===== src/rtl/rx_ctrl_exe.sv =====
// Command executor: filters decoded commands on device ID, runs a register write/read,
// and returns a 4-byte response frame. Optional macro RX_CTRL_EXE_WR_ECHO_EN enables write responses.
module rx_ctrl_exe #(
    parameter logic [7:0]  DEV_ID = 8'h01,
    parameter logic [15:0] ACK_TO = 16'd50000,
    parameter logic [7:0]  MOD_WR = 8'h01,
    parameter logic [7:0]  MOD_RD = 8'h02
) (
    input  logic       clk_sys,
    input  logic       rst,
    input  logic [7:0] cmdr_dev,
    input  logic [7:0] cmdr_mod,
    input  logic [7:0] cmdr_addr,
    input  logic [7:0] cmdr_data,
    input  logic       cmdr_vld,
    output logic [7:0] reg_addr,
    output logic [7:0] reg_wdata,
    output logic       reg_wr,
    output logic       reg_rd,
    input  logic [7:0] reg_rdata,
    input  logic       reg_ack,
    output logic [7:0] tx_data,
    output logic       tx_vld,
    input  logic       tx_rdy,
    output logic       busy,
    output logic [7:0] drop_cnt
);

    typedef enum logic [1:0] {
        S_IDLE,
        S_ISSUE,
        S_WAIT,
        S_RESP
    } state_t;

    state_t      state, state_nxt;
    logic [7:0]  dev_q, mod_q, addr_q, data_q, result_q;
    logic        err_q;
    logic [15:0] to_cnt;
    logic [2:0]  byte_idx;
    logic        tx_vld_q;
    logic        timeout;

    assign timeout = (to_cnt == ACK_TO);

    // NOTE: every output of this block is assigned a default first so no latch can be inferred.
    always_comb begin
        state_nxt = state;
        reg_wr    = 1'b0;
        reg_rd    = 1'b0;
        tx_vld    = 1'b0;
        case (state)
            S_IDLE: begin
                if (cmdr_vld && cmdr_dev == DEV_ID) state_nxt = S_ISSUE;
            end
            S_ISSUE: begin
                if (mod_q == MOD_WR) begin
                    reg_wr    = 1'b1;
                    state_nxt = S_WAIT;
                end else if (mod_q == MOD_RD) begin
                    reg_rd    = 1'b1;
                    state_nxt = S_WAIT;
                end else begin
                    state_nxt = S_RESP;
                end
            end
            S_WAIT: begin
                if (reg_ack) begin
`ifdef RX_CTRL_EXE_WR_ECHO_EN
                    state_nxt = S_RESP;
`else
                    state_nxt = (mod_q == MOD_WR) ? S_IDLE : S_RESP;
`endif
                end else if (timeout) begin
                    state_nxt = S_RESP;
                end
            end
            S_RESP: begin
                // A byte never follows another in the very next cycle.
                if (tx_rdy && !tx_vld_q) begin
                    tx_vld = 1'b1;
                    if (byte_idx == 3'd3) state_nxt = S_IDLE;
                end
            end
            default: state_nxt = S_IDLE;
        endcase
    end

    // NOTE: sequential state uses non-blocking assignments so all registers update from pre-edge values.
    always_ff @(posedge clk_sys or posedge rst) begin
        if (rst) begin
            state    <= S_IDLE;
            dev_q    <= '0;
            mod_q    <= '0;
            addr_q   <= '0;
            data_q   <= '0;
            result_q <= '0;
            err_q    <= 1'b0;
            to_cnt   <= '0;
            byte_idx <= '0;
            tx_vld_q <= 1'b0;
            drop_cnt <= '0;
        end else begin
            state    <= state_nxt;
            tx_vld_q <= tx_vld;

            if (state == S_IDLE && cmdr_vld) begin
                dev_q    <= cmdr_dev;
                mod_q    <= cmdr_mod;
                addr_q   <= cmdr_addr;
                data_q   <= cmdr_data;
                result_q <= '0;
                err_q    <= 1'b0;
            end

            if (state != S_IDLE && cmdr_vld && drop_cnt != 8'hFF)
                drop_cnt <= drop_cnt + 8'd1;

            to_cnt <= (state == S_WAIT) ? to_cnt + 16'd1 : 16'd0;

            if (state == S_ISSUE && mod_q != MOD_WR && mod_q != MOD_RD)
                err_q <= 1'b1;

            // An ack arriving together with the timeout still counts as success.
            if (state == S_WAIT) begin
                if (reg_ack)
                    result_q <= (mod_q == MOD_RD) ? reg_rdata : data_q;
                else if (timeout)
                    err_q <= 1'b1;
            end

            if (state != S_RESP)
                byte_idx <= '0;
            else if (tx_vld)
                byte_idx <= byte_idx + 3'd1;
        end
    end

    assign reg_addr  = addr_q;
    assign reg_wdata = data_q;
    assign busy      = (state != S_IDLE);

    always_comb begin
        tx_data = 8'h00;
        if (tx_vld) begin
            case (byte_idx)
                3'd0:    tx_data = dev_q;
                3'd1:    tx_data = err_q ? (mod_q | 8'h80) : mod_q;
                3'd2:    tx_data = addr_q;
                default: tx_data = err_q ? 8'hEE : result_q;
            endcase
        end
    end

endmodule


===== config.mk =====
export PLATFORM = sky130hd
export DESIGN_NAME = rx_ctrl_exe
export DESIGN_NICKNAME = d
export VERILOG_FILES = /design/src/rtl/rx_ctrl_exe.sv
export SDC_FILE = /design/constraint.sdc
export NUM_CORES = 1
export LEC_CHECK = 0
export ABC_AREA = 1
export BUFFER_PORTS_ARGS = -buffer_cell sky130_fd_sc_hd__buf_2
export CORE_ASPECT_RATIO = 1.25
export CORE_MARGIN = 2
export CORE_UTILIZATION = 49
export DETAILED_ROUTE_END_ITERATION = 12
export PLACE_DENSITY = 0.76
export SYNTH_ARGS = -nofsm -noshare
export SYNTH_HDL_FRONTEND = slang
export SYNTH_SLANG_ARGS = --single-unit

===== constraint.sdc =====
create_clock -name clk_sys -period 1.9 [get_ports clk_sys]
set_clock_uncertainty 0.05 [all_clocks]
set_input_delay 0 -clock clk_sys [delete_from_list [all_inputs] [get_ports clk_sys]]
set_output_delay 0 -clock clk_sys [all_outputs]
set_load 0.05 [all_outputs]

=== Word level (Yosys, flattened, before mapping) ===
Index checks and enable logic that the tools add are counted.

* Register bits: 71
* Bits of input ports: 45
* Output and inout bits: 36

* $add $sub $neg: 3
* Equality and inequality tests: 18
* Mux-type cells: 32
* Reductions and logical operators: 13

{| class="wikitable"
|+ Operator list
! cell !! count
|-
| $mux 8 || 7
|-
| $pmux 8 s3 || 1
|-
| $add 16x1->16 const B || 1
|-
| $eq 16x16->1 const B || 1
|-
| $eq 8x1->1 const B || 2
|-
| $mux 16 || 1
|-
| $mux 1 || 14
|-
| $mux 2 || 6
|-
| $add 8x1->8 const B || 1
|-
| $eq 8x2->1 const B || 1
|-
| $ne 2x2->1 const B || 4
|-
| $ne 8x1->1 const B || 1
|-
| $ne 8x2->1 const B || 1
|-
| $ne 8x8->1 const B || 1
|-
| $pmux 2 s4 || 1
|-
| $logic_and 1x1->1 || 7
|-
| $eq 3x2->1 const B || 2
|-
| $mux 3 || 2
|-
| $eq 2x2->1 const B || 2
|-
| $reduce_and 4->1 || 1
|-
| $reduce_bool 2->1 || 2
|-
| $add 3x1->3 const B || 1
|-
| $eq 3x1->1 const B || 1
|-
| $logic_not 3->1 || 1
|-
| 4 further kinds || 4
|}

=== Longest topological paths before layout ===
* Depth in word-level cells: 7
* Gate-level depth with buffers: 9
* Mapped depth without buffers: 9

=== Worst setup path before layout ===
OpenSTA, ideal clock, no wires.

* Kind: register to output
* Start point: register state[1]
* End point: output port tx_data[5]
* Arrival time: 2.310 ns
* Data required time: 1.850 ns
* Slack: -0.460 ns
* Cell stages (with the launch flop): 5
* Path through: dfrtp_1 nand2_2 nor3_4 inv_2 nor3_1

* Word-level cells in the longest chain between the ends: 3

{| class="wikitable"
|+ RTL lines
! element !! line !! RTL
|-
| start: declaration || 36 || <nowiki>state_t state, state_nxt;</nowiki>
|-
| start signal: assignment || 104 || <nowiki>state <= state_nxt;</nowiki>
|-
| $eq 2x2->1 || 52 || <nowiki>case (state)</nowiki>
|-
| $mux 1 || 52 ||
|-
| named net tx_vld || 23 || <nowiki>output logic tx_vld,</nowiki>
|-
| $mux 8 || 145 || <nowiki>if (tx_vld) begin</nowiki>
|-
| end: declaration || 22 || <nowiki>output logic [7:0] tx_data,</nowiki>
|}

The timed path passes the listed nets, and every way through them passes these cells.

=== Final worst setup path ===
* Start point: register byte_idx[1]
* End point: output port tx_data[4]

* Word-level cells in the longest chain between the ends: 3

{| class="wikitable"
|+ RTL lines
! element !! line !! RTL
|-
| start: declaration || 40 || <nowiki>logic [2:0] byte_idx;</nowiki>
|-
| start signal: assignment || 135 || <nowiki>byte_idx <= byte_idx + 3'd1;</nowiki>
|-
| $eq 3x2->1 (tied with other cells) || 146 || <nowiki>case (byte_idx)</nowiki>
|-
| $pmux 8 s3 (*) || 146 ||
|-
| $mux 8 (*) || 145 ||
|}

Every way passes the cells marked *; elsewhere a longest branch is shown, timed or not.

==> impl_metrics.toml <==
[critical_path]
crit_type = "reg -> out"
crit_path_end_kind = "output pin"
start_kind = "flip-flop"
crit_arrival_ns = 1.94
critical_path_required_ns = 1.85
path_max_fanout = 5

[yosys]
synth_area_um2 = 3617
ys_seq_area_share_pct = 49.12
syn_nets = 473
syn_avg_cell_area_um2 = 8.612
yosys_warnings = 0
ys_ff_latch = 71
synth_cell_type_count = 34
syn_inst = 420

[clock_network]
cts.path.max_buffers = 2
clkTransAtPathRegs_ns = 0.08
htreeDepth = 3
cts_buffers = 9
worstSkewPairLatency_ns = 0.36
cts_tree = "yes"
clock_sinks = 71
cts_root_buffer = "clkbuf_8"

[run]
maxCapViolCount = 0

[detailed_routing]
post-route-drc-count = 0
post_drt_wl_per_cell_um = 16.35
initialDrtViolationCount = 202
vias_per_cell = 5.452
dr.pass1.iters = 5
ant_nets = 0
wirelength_um = 10770
dr_total_vias = 3593

[finish]
area_growth_pct = 42.68
finalNetCount = 616
antennaDiodeCount = 0
fin_area_um2 = 5161
final.fill_count = 533
fin_util_pct = 71.00
drive_gt1_share_pct = 30.51

[die]
rows = 35
die_h_um = 100.1
die_x_um = 80.85
io_pins = 81
core_area_um2 = 7269
die_area_um2 = 8090
start_util_pct = 49.76

[pwr]
ir_drop_uv = 1166
power_per_cell_area_nw_per_um2 = 1464
p_leak_nw = 2.484

[worst_hold_path]
hold_path_class = "in -> reg"

[sta]
setup_ws_ns = -0.09401
finalSetupViolations = 8
rsz0062_at_grt = "yes"
period_needed_ns = 1.994
fmax_mhz = 501.5
drv_slew = 0
worst_pin_slew_ns = 0.5952
relSlewSlack_pct = 60.26
period_share_pct = 104.9
hold_viol_final = 0

[outcome]
violations = "setup timing"
status = "complete, but fails checks"

[placed_design]
gp_congestion = 0.9328
numPortBuffers = 80
dp_hpwl_um = 6675
placed_area_um2 = 4148

[grt]
grt_util_met2_pct = 44.44
track_usage_pct = 26.47
use_met1_pct = 30.30
grt_use_met3_pct = 7.644
grt_max_degree = 47
top_usage_layer = "met2"
grt_pass1_vias = 3582
grt_overflow = 0
grt_pass1_wl_um = 16310
grt_antenna_before_repair = 0
## worst max-delay path: stages, from the launching register on
cell	delay, ns
dfrtp_1	0.42
buf_4	0.16
ha_4	0.17
nand2_8	0.10
inv_8	0.05
nand2_1	0.08
o21ai_2	0.08
a31oi_1	0.26
a21oi_2	0.10
buf_6	0.16
## synth_stat cells
cell,count,share of area (%)
dfrtp_1,71,49
inv_1,48,5.0
nor2_4,2,0.62
nor2_8,2,1.1
buf_2,3,0.41
a21oi_1,32,4.4
nor3_2,1,0.28
nand2_2,7,1.2
nor3_1,11,1.5
a211oi_1,4,0.83
a22oi_1,1,0.21
buf_4,3,0.62
nor2_2,3,0.52
xor2_1,8,1.9
clkbuf_1,1,0.10
buf_6,1,0.31
xnor2_1,2,0.48
nor3_4,1,0.45
a21boi_1,1,0.21
ha_1,8,2.8
inv_2,6,0.62
mux2_1,14,4.4
nor3b_1,1,0.21
nand3_1,15,2.1
o21ai_1,9,1.2
o21bai_1,2,0.41
nor2_1,55,5.7
nor4_1,1,0.17
nand4_1,5,0.86
nand3b_1,1,0.21
o21ai_0,12,1.7
a31oi_1,10,1.7
o22ai_1,6,1.0
nand2_1,73,7.6
## state kept, by name, summed over array words and instances (netlist names)
name / flops
mod_q: 8
dev_q: 8
tx_vld_q: 1
err_q: 1
state: 2
reg_wdata: 8
result_q: 8
drop_cnt: 8
reg_addr: 8
to_cnt: 16
byte_idx: 3
## final timing paths
check                           cells past startpoint          end  slack (ns)        start
min in group asynchronous                           3  drop_cnt[1]        0.21          rst
worst max register to register                      8     state[0]        0.31     mod_q[3]
worst min register to register                      1    to_cnt[0]        0.45    to_cnt[0]
worst min-delay path                                4     dev_q[6]        0.02     cmdr_vld
max in group asynchronous                           4  byte_idx[0]        0.92          rst
worst max-delay path                                9   tx_data[4]       -0.09  byte_idx[1]
## power by group
group	internal [mW]	leakage, nW	switching (mW)	total (mW)
logic	1.39	1.51	2.58	3.97
clock network	0.729	0.105	0.585	1.31
registers	1.90	0.872	0.372	2.27
total	4.02	2.48	3.54	7.56
## layout make-up
cell class | instances | area, um^2 | share of cell area, %
Multi-Input combinational cell | 288 | 1818 | 35.22
Clock buffer | 9 | 123.9 | 2.400
Clock inverter | 6 | 86.33 | 1.673
Inverter | 54 | 212.7 | 4.121
Timing Repair Buffer | 138 | 1020 | 19.76
Tap cell | 92 | 115.1 | 2.230
Timing Repair inverter | 1 | 7.507 | 0.1455
Sequential cell | 71 | 1778 | 34.45
## through the flow
| step | cells | total power [mW] | setup WS, ns | hold slack (ns) | setup TNS (ns) |
|---|---|---|---|---|---|
| 2_1_floorplan | 420 | 4.376 | -0.1480 | 0.08168 | -0.3504 |
| 3_3_place_gp | 589 | 4.987 | 0.2003 | 0.04137 | 0 |
| 3_5_place_dp | 589 | 5.072 | 0.1112 | 0.04957 | 0 |
| 4_1_cts | 656 | 7.051 | -0.007356 | 0.003297 | -0.008823 |
| 5_1_grt | 659 | 7.917 | -0.1496 | 0.03832 | -0.7090 |
| 6_report | 659 | 7.556 | -0.09401 | 0.02351 | -0.3488 |
## routing by layer
metal / wire length, um / part of all wire (%)
met1: 4025 / 37
met2: 5442 / 51
met3: 722 / 6.7
met4: 581 / 5.4
met5: 0 / 0
## cell families (layout without fill, tap and decap cells)
| logic type | after synthesis | in the layout | share of synthesized area [%] |
|---|---|---|---|
| mux | 14 | 14 | 4.358 |
| fa+ha+maj | 8 | 8 | 2.767 |
| flops | 71 | 71 | 49.12 |
| compound gates | 77 | 77 | 11.76 |
| xor+xnor | 10 | 10 | 2.421 |
| buf+inv | 62 | 208 | 7.056 |
| simple gates | 178 | 179 | 22.52 |
## placed cells by master (no fill, tap or decap), types with 3 or more instances in the layout
cell / Yosys / layout
a211oi_2: 0 / 4
a21oi_1: 32 / 29
a21oi_2: 0 / 3
a31oi_1: 10 / 10
buf_2: 3 / 71
buf_4: 3 / 14
buf_6: 1 / 9
clkbuf_8: 0 / 9
dfrtp_1: 71 / 70
dlygate4sd3_1: 0 / 41
ha_1: 8 / 5
ha_4: 0 / 3
inv_1: 48 / 45
inv_2: 6 / 7
mux2_1: 14 / 14
nand2_1: 73 / 70
nand2_2: 7 / 5
nand2_8: 0 / 3
nand3_1: 15 / 15
nand4_1: 5 / 5
nor2_1: 55 / 49
nor2_2: 3 / 7
nor2_4: 2 / 5
nor3_1: 11 / 8
nor3_2: 1 / 4
o21ai_0: 12 / 10
o21ai_1: 9 / 5
o21ai_2: 0 / 6
o22ai_2: 0 / 4
xor2_1: 8 / 8
## repair_timing
| item | in CTS | in global routing |
|---|---|---|
| gates cloned | 2 | 0 |
| buffers inserted | 9 | 3 |
| hold buffers | 41 | 0 |
| endpoints found under the hold margin | 66 | 0 |
| setup endpoints to repair | 9 | 9 |
| pin swaps | 6 | 9 |
| gates resized for setup | 42 | 25 |
No activity file was read; power rests on OpenSTA's default activity.
